[src/rtl/id_ex_pipe_reg.sv]
// ID/EX pipeline register. It captures the operands, register indices, the extended immediate and the control word.
// It supports stall (hold), flush (bubble) and sign/zero immediate extension.
// Define IDEX_STATS_EN to add saturating stall/flush event counters.
module id_ex_pipe_reg #(
  parameter int unsigned DW = 32,
  parameter int unsigned RW = 5,
  parameter int unsigned CW = 12
) (
  input  logic          clk,
  input  logic          clr,
  input  logic          stall,
  input  logic          flush,
  input  logic          valid_i,
  input  logic [DW-1:0] rd1_i,
  input  logic [DW-1:0] rd2_i,
  input  logic [RW-1:0] rs_i,
  input  logic [RW-1:0] rt_i,
  input  logic [RW-1:0] rd_i,
  input  logic [15:0]   imm_i,
  input  logic          zext_i,
  input  logic [CW-1:0] ctrl_i,
  output logic          valid_o,
  output logic [DW-1:0] rd1_o,
  output logic [DW-1:0] rd2_o,
  output logic [RW-1:0] rs_o,
  output logic [RW-1:0] rt_o,
  output logic [RW-1:0] rd_o,
  output logic [DW-1:0] imm_o,
`ifdef IDEX_STATS_EN
  output logic [CW-1:0] ctrl_o,
  output logic [15:0]   stall_cnt_o,
  output logic [15:0]   flush_cnt_o
`else
  output logic [CW-1:0] ctrl_o
`endif
);

  localparam int unsigned IMMW = 16;

  logic [DW-1:0] imm_ext_c;

  // Immediate extension; a 16-bit datapath passes the field through unchanged
  generate
    if (DW > IMMW) begin : g_ext
      always_comb imm_ext_c = {{(DW-IMMW){imm_i[15] & ~zext_i}}, imm_i};
    end else begin : g_noext
      always_comb imm_ext_c = imm_i;
    end
  endgenerate

  // Priority on each edge: clr, flush, stall, load
  always_ff @(posedge clk) begin
    if (clr || flush) begin
      valid_o <= 1'b0;
      rd1_o   <= '0;
      rd2_o   <= '0;
      rs_o    <= '0;
      rt_o    <= '0;
      rd_o    <= '0;
      imm_o   <= '0;
      ctrl_o  <= '0;
    end else if (!stall) begin
      valid_o <= valid_i;
      rd1_o   <= rd1_i;
      rd2_o   <= rd2_i;
      rs_o    <= rs_i;
      rt_o    <= rt_i;
      rd_o    <= rd_i;
      imm_o   <= imm_ext_c;
      // An invalid slot carries a zero (no-op) control word
      ctrl_o  <= valid_i ? ctrl_i : '0;
    end
  end

`ifdef IDEX_STATS_EN
  // Saturating event counters
  always_ff @(posedge clk) begin
    if (clr) begin
      stall_cnt_o <= '0;
      flush_cnt_o <= '0;
    end else begin
      if (stall && !flush && (stall_cnt_o != 16'hFFFF))
        stall_cnt_o <= stall_cnt_o + 16'd1;
      if (flush && (flush_cnt_o != 16'hFFFF))
        flush_cnt_o <= flush_cnt_o + 16'd1;
    end
  end
`endif

endmodule

[config.mk]
export PLATFORM = sky130hd
export DESIGN_NAME = id_ex_pipe_reg
export DESIGN_NICKNAME = d
export VERILOG_FILES = /design/src/rtl/id_ex_pipe_reg.sv
export SDC_FILE = /design/constraint.sdc
export NUM_CORES = 1
export LEC_CHECK = 0
export CORE_MARGIN = 3
export CORE_UTILIZATION = 25
export DETAILED_ROUTE_END_ITERATION = 8
export MAX_ROUTING_LAYER = met4
export PLACE_DENSITY_LB_ADDON = 0.3
export SYNTH_ARGS = -nofsm -noshare
export SYNTH_HDL_FRONTEND = slang
export SYNTH_SLANG_ARGS = --single-unit
[constraint.sdc]
create_clock -name clk -period 1.3 [get_ports clk]
set_clock_uncertainty 0.15 [all_clocks]
set_input_delay 0.26 -clock clk [delete_from_list [all_inputs] [get_ports clk]]
set_output_delay 0.26 -clock clk [all_outputs]
set_load 0.03 [all_outputs]
# --- Yosys cells after proc, flatten, opt, wreduce, memory -nomap -nowiden ---
# Index checks and enable logic that the tools add are counted.
word_totals:
  regBits: 109
  out_inout_bits: 124
classes:
  muxes: 1
  n_bitwise: 2
  n_reduce_logical: 1
op_table:
  columns: ["op", "n"]
  rows:
  - ["2-to-1 mux 12 bit", 1]
  - ["AND 1 bit", 1]
  - ["logical OR 1 bit", 1]
  - ["NOT 1 bit", 1]

# --- Longest topological paths before layout ---
# Gate-level depths: netlist of the first run.
logic_depth:
  word_depth: 2
  depth_mapped: 5
  mapped_depth_nobuf: 2

# --- Worst setup path before layout of the first run ---
# Ideal clock, no wire load.
synth_timing:
  path_type: "register -> output"
  startpoint: "reg imm_o[16] (netlist name)"
  endpoint: "out imm_o[17]"
  arrival_time_ps: 994
  t_required_ps: 890
  slack_ps: -104
  path_stages_with_launch: 2
  n_path_buf: 1
  cell_sequence: "dfxtp_1 -> buf_4"
synth_lines:
  columns: ["element", "line", "text"]
  rows:
  - ["to (decl)", "28", "output logic [DW-1:0] imm_o,"]
# No word-level cell between the ends.

# --- Worst setup path after layout of the first run ---
layout_timing:
  startpoint: "reg imm_o[16] (netlist name)"
  endpoint: "out imm_o[19]"
# No word-level cell between the ends.

==> results of run 1 <==
through the flow:
step | setup WS, ns | setup TNS (ns)
4_1_cts | -0.1108 | -1.729
6_report | -0.09702 | -1.443
3_5_place_dp | -0.2463 | -21.95
2_1_floorplan | 0.1227 | 0
3_3_place_gp | -0.2121 | -19.79
5_1_grt | -0.1424 | -2.179
state kept, by name, summed over array words and instances (netlist names):
name	flops
rd1_o	32
rd_o	5
ctrl_o	12
rt_o	5
rs_o	5
rd2_o	32
imm_o	17
valid_o	1
kinds of logic (layout without fill, tap and decap cells):
group | Yosys count | after routing | share of synthesized area (%)
mux | 96 | 96 | 23.84
compound gates | 13 | 13 | 1.614
buf+inv | 42 | 264 | 7.666
flops | 109 | 109 | 54.13
simple gates | 123 | 123 | 12.76
area by class of cell:
cell class / count / area (µm²)
Clock buffer: 10 / 229.0
Clock inverter: 6 / 47.55
Fill cell: 1420 / 8508
Multi-Input combinational cell: 232 / 1543
Sequential cell: 109 / 2247
Tap cell: 211 / 264.0
Timing Repair Buffer: 248 / 2645
worst min-delay path, stage by stage:
cell	delay, ns
buf_6	0.14
nand2_1	0.06
a21oi_1	0.05
metal layers:
metal | vias to the layer above | global-route usage [%] | wire length [µm]
li1 | 1681 | - | -
met1 | 1569 | 15.44 | 4805
met2 | 153 | 19.53 | 5331
met3 | 16 | 4.068 | 912
met4 | 0 | 5.485 | 250
met5 | - | - | 0
cells in the mapped netlist (all sizes together):
master and count:
a21oi 13, buf 31, clkbuf 11, dfxtp 109, mux2i 96, nand2 13
nand3b 12, nor2 96, or2 1, or3b 1
power groups by stage:
stage	clock, µW	combinational (µW)	sequential (µW)
final	2550	1260	3520
after CTS	2700	1220	3510
after global routing	2860	1340	3540
after global placement	0	1200	3580
after floorplan	0	408	3780
after detailed placement	0	1220	3580
final timing paths:
kind / start / end / slack (ns) / cells past startpoint
min: stall / ctrl_o[4] / 0.08 / 3
max reg2reg: imm_o[16] / imm_o[16] / 0.39 / 3
min reg2reg: ctrl_o[11] / ctrl_o[11] / 0.31 / 2
max: imm_o[16] / imm_o[19] / -0.1 / 2
placed cells by master (no fill, tap or decap), drive strengths merged:
cell type,n
clkinvlp,1
mux2i,96
or2,1
dfxtp,109
a21oi,13
clkinv,3
inv,2
clkdlybuf4s50,111
or3b,1
nor2,96
clkbuf,10
nand3b,12
nand2,13
buf,137
what timing repair did:
action,CTS,global route
setup buffers,0,3
gates resized for setup,16,123
endpoints found under the setup margin,30,83
hold buffers,0,0
==> reports/results.ini, run 1 <==
[timing]
finalWorstSetupSlack_ns=-0.09702
period_needed_ns=1.397
setup_viol_count_final=16
slew_viol_final=0
rsz0062_at_grt=yes
max-slew-margin-rel_pct=84.29
fmax_mhz=715.8
fin_crit_sh_pct=107.5
tightest_slew_ns=0.2357
whs_ns=0.08418
hold_viol=0

[pwr]
power_density_mw_per_mm2=1052
total_leakage_power_uw=0.003061
power_frac_seq_pct=48.0
comb_power_share_pct=17.2
clockPowerShare_pct=34.8
swShare_pct=25.45
power_uw=7336
switchingPower_uw=1867
vdd_drop_max_v=0.0005488
intPower_uw=5469

[drt]
dr.pass1.iters=4
first_iter_violations=113
vias_per_cell=4.190
drtAntennaViolNets=0
wirelength_mm=11.30
drc_errors=0
drt-wirelength-per-cell_um=13.85
vias=3419

[status]
status=finished with violations
violations=setup timing

[layout]
final_cells=816
antenna_cells=0
syn_to_final_growth_pct=73.03
design_area_mm2=0.006975
final_util_pct=45.05
final_layout_size_suffix_gt1_share_pct=33.55
nNetsFinal=713

[critical_path]
crit_slowest_cell=dfxtp_4
cp_data_arrival_time_ns=0.99
max_stage_delay_ns=0.37
path_delay_family=flip-flops
crit_chain=buf_8 -> buf_6
cp-start-kind=flip-flop
path_buf_inv=2
required_ns=0.89
endpoint_kind=primary output
cp_max_fo=8
worstSetupPathType=flip-flop to primary output

[floorplan]
start_util_pct=26.04
dieArea_mm2=0.01769
fp.coreArea_mm2=0.01548
die_width_um=133.0
num_io_pins=237
rows=45
dieHeight_um=133.0

[placed_design]
place.port_buffers=236
dp.cells=797
place_congestion=0.7338
placed_cell_area_mm2=0.006286
dp_hpwl_mm=8.349

[global_route]
grt_usage_pct=12.76
globalRouteOverflowTotal=0
antenna_found_initial=0
first_global_vias=3343
grt_pass1_wl_mm=17.66
grt_max_degree=46

[yosys]
ys_seq_area_share_pct=54.13
synthDominantCellAreaShare_pct=54.13
ys_ff_latch=109
avgSynthCellArea_um2=10.53
yosys_warnings=0
synth_area_leaders=dfxtp_1 54%, mux2i_1 24%, nor2_1 8.9%
synth_top_cell_by_area=dfxtp_1
synth_cells=383
yosysUniqueCellTypes=12
syn_area_mm2=0.004031
synth_nets=496

[clock_tree]
worstSkewPairLatency_ns=0.34
cts_root_buf=clkbuf_16
cts_buffers=9
cts_tree=done
clockBufferDepth=2
clkTransAtPathRegs_ns=0.07
htreeDepth=3
clock-sinks=109

[hold_path]
hold_class=primary input to flip-flop

[job]
drv_cap=0

(Power assumes the default switching activity.)
==> inputs of run 2 (changes only) <==
Settings changed: CORE_UTILIZATION 25 to 38.
==> run 2 against run 1 <==
Combinational power about the same. Final cell count is 9.1% lower. Highest routed layer unchanged. Via count rose by 1.5%. Die area fell by 33%. Hold slack improved by 0.079 ns. Critical endpoint is now imm_o[30]. Setup slack improved by 0.0026 ns. The run still ends with setup timing left.
==> reports/results.ini, run 2 (synthesis gave the netlist of run 1 again) <==
[pwr]
clockPowerShare_pct=30.3  ; was 34.8%
swShare_pct=25.79  ; was 25.45%
power_density_mw_per_mm2=1005  ; was 1052 mW/mm²
total_leakage_power_uw=0.003071  ; was 0.003061 µW
intPower_uw=5137  ; was 5469 µW
comb_power_share_pct=18.6  ; was 17.2%
power_frac_seq_pct=51.1  ; was 48.0%
switchingPower_uw=1785  ; was 1867 µW
power_uw=6923  ; was 7336 µW
vdd_drop_max_v=0.0005608  ; was 0.0005488 V

[drt]
vias_per_cell=4.677  ; was 4.190
wirelength_mm=11.94  ; was 11.30 mm
drtAntennaViolNets=0  ; unchanged
vias=3470  ; was 3419
dr.pass1.iters=4  ; unchanged
first_iter_violations=152  ; was 113
drc_errors=0  ; unchanged
drt-wirelength-per-cell_um=16.10  ; was 13.85 µm

[global_route]
grt_max_degree=46  ; unchanged
grt_pass1_wl_mm=16.93  ; was 17.66 mm
grt_usage_pct=18.80  ; was 12.76%
first_global_vias=3474  ; was 3343
globalRouteOverflowTotal=0  ; unchanged
antenna_found_initial=0  ; unchanged

[critical_path]
cp-start-kind=flip-flop  ; unchanged
endpoint_kind=primary output  ; unchanged
required_ns=0.89  ; about the same
cp_max_fo=17  ; was 8
reg2reg_slack_ns=0.33  ; was 0.39 ns
crit_slowest_cell=dfxtp_4  ; unchanged
crit_chain=buf_4  ; was buf_8 -> buf_6
max_stage_delay_ns=0.45  ; was 0.37 ns
path_buf_inv=1  ; was 2
worstSetupPathType=flip-flop to primary output  ; unchanged
cp_data_arrival_time_ns=0.98  ; was 0.99 ns
path_delay_family=flip-flops  ; unchanged

[placed_design]
dp_hpwl_mm=8.587  ; was 8.349 mm
place.port_buffers=236  ; unchanged
place_congestion=0.7589  ; was 0.7338
dp.cells=723  ; was 797

[layout]
syn_to_final_growth_pct=70.92  ; was 73.03%
antenna_cells=0  ; unchanged
final_cells=742  ; was 816
final_layout_size_suffix_gt1_share_pct=42.04  ; was 33.55%
top_regs=rd1_o (32), rd2_o (32), imm_o (17)  ; unchanged
final_cell_mix=111 x clkdlybuf4s50_1, 105 x buf_6, 97 x dfxtp_2  ; was 111 x clkdlybuf4s50_1, 96 x mux2i_1, 96 x nor2_1
fillerInstances=737  ; was 1420
final_util_pct=68.60  ; was 45.05%
mostFrequentLayoutCell=clkdlybuf4s50_1  ; unchanged
nNetsFinal=717  ; was 713

[timing]
finalWorstSetupSlack_ns=-0.09442  ; was -0.09702 ns
setup_viol_count_final=16  ; unchanged
hold_viol=0  ; unchanged
max-slew-margin-rel_pct=86.73  ; was 84.29%
whs_ns=0.1631  ; was 0.08418 ns
fin_crit_sh_pct=107.3  ; was 107.5%
tightest_slew_ns=0.1935  ; was 0.2357 ns
slew_viol_final=0  ; unchanged
fmax_mhz=717.1  ; was 715.8 MHz
rsz0062_at_grt=yes  ; unchanged
period_needed_ns=1.394  ; was 1.397 ns

[status]
status=finished with violations  ; unchanged
violations=setup timing  ; unchanged

[clock_tree]
cts_tree=done  ; unchanged
clockBufferDepth=2  ; unchanged
cts_buffers=9  ; unchanged
worstSkewPairLatency_ns=0.34  ; about the same
cts_root_buf=clkbuf_8  ; was clkbuf_16
clkTransAtPathRegs_ns=0.09  ; was 0.07 ns
clock-sinks=109  ; unchanged
cts_hold_buf=0  ; unchanged
htreeDepth=3  ; unchanged

[hold_path]
hold_class=primary input to flip-flop  ; unchanged

[floorplan]
fp.coreArea_mm2=0.01004  ; was 0.01548 mm²
start_util_pct=40.13  ; was 26.04%
die_width_um=109  ; was 133.0 µm
dieHeight_um=109  ; was 133.0 µm
rows=36  ; was 45
num_io_pins=237  ; unchanged
dieArea_mm2=0.01188  ; was 0.01769 mm²

[job]
drv_cap=0  ; unchanged

[run 2: changes by cell type in the layout (fill, tap and decap cells not counted), sizes merged]
cell      before  now
buf          137  141
bufinv         0    1
clkbuf        10   11
clkinv         3    2
clkinvlp       1    0
[run 2: cell type report]
class	instances	area [µm²]	share of cell area, %
Clock buffer	11	141.4	2.052
Timing Repair Buffer	252	2664	38.66
Clock inverter	5	65.06	0.9443
Multi-Input combinational cell	232	1543	22.39
Sequential cell	109	2311	33.54
Tap cell	133	166.4	2.415
[run 2: repair_timing]
| action | 4_1_cts | 5_1_grt |
|---|---|---|
| buffers inserted | 0 | 3 |
| hold endpoints to repair | 0 | 0 |
| resized for setup | 79 | 125 |
| endpoints found under the setup margin | 69 | 109 |
[run 2: path summary, 6_finish.rpt]
kind                    from          to  depth (start not counted)
setup / recovery   imm_o[16]   imm_o[30]                          1
hold / removal         stall   imm_o[16]                          3
hold reg to reg   ctrl_o[11]  ctrl_o[11]                          2
setup reg to reg   rd2_o[24]   rd2_o[24]                          3
[run 2: through the flow]
| step | setup WS [ns] | instance area (µm²) | TNS (ns) |
|---|---|---|---|
| 3_5_place_dp | -0.2240 | 6143 | -19.83 |
| 2_1_floorplan | 0.1227 | 4033 | 0 |
| 4_1_cts | -0.1164 | 6570 | -1.845 |
| 3_3_place_gp | -0.1793 | 6143 | -17.61 |
| 5_1_grt | -0.1632 | 6890 | -2.671 |
| 6_report | -0.09442 | 6890 | -1.457 |
[run 2: metal layers]
metal	share of wire, %	wire, µm	track usage [%]
met3	11	1267	6.039
met2	50	5926	32.06
met4	1.9	232	6.222
met5	0	0	-
met1	38	4518	20.75
[run 2: worst register-to-register path, cell delays in order (launching register included)]
cell,delay [ns]
dfxtp_2,0.34
buf_4,0.13
mux2i_1,0.18
nor2_1,0.06
[run 2: power groups by stage]
stage,sequential [µW],clock [µW],combinational [µW]
floorplan,3780,0,408
global placement,3580,0,1200
detailed placement,3580,0,1220
CTS,3520,2170,1250
global route,3550,2300,1360
finish,3540,2100,1280
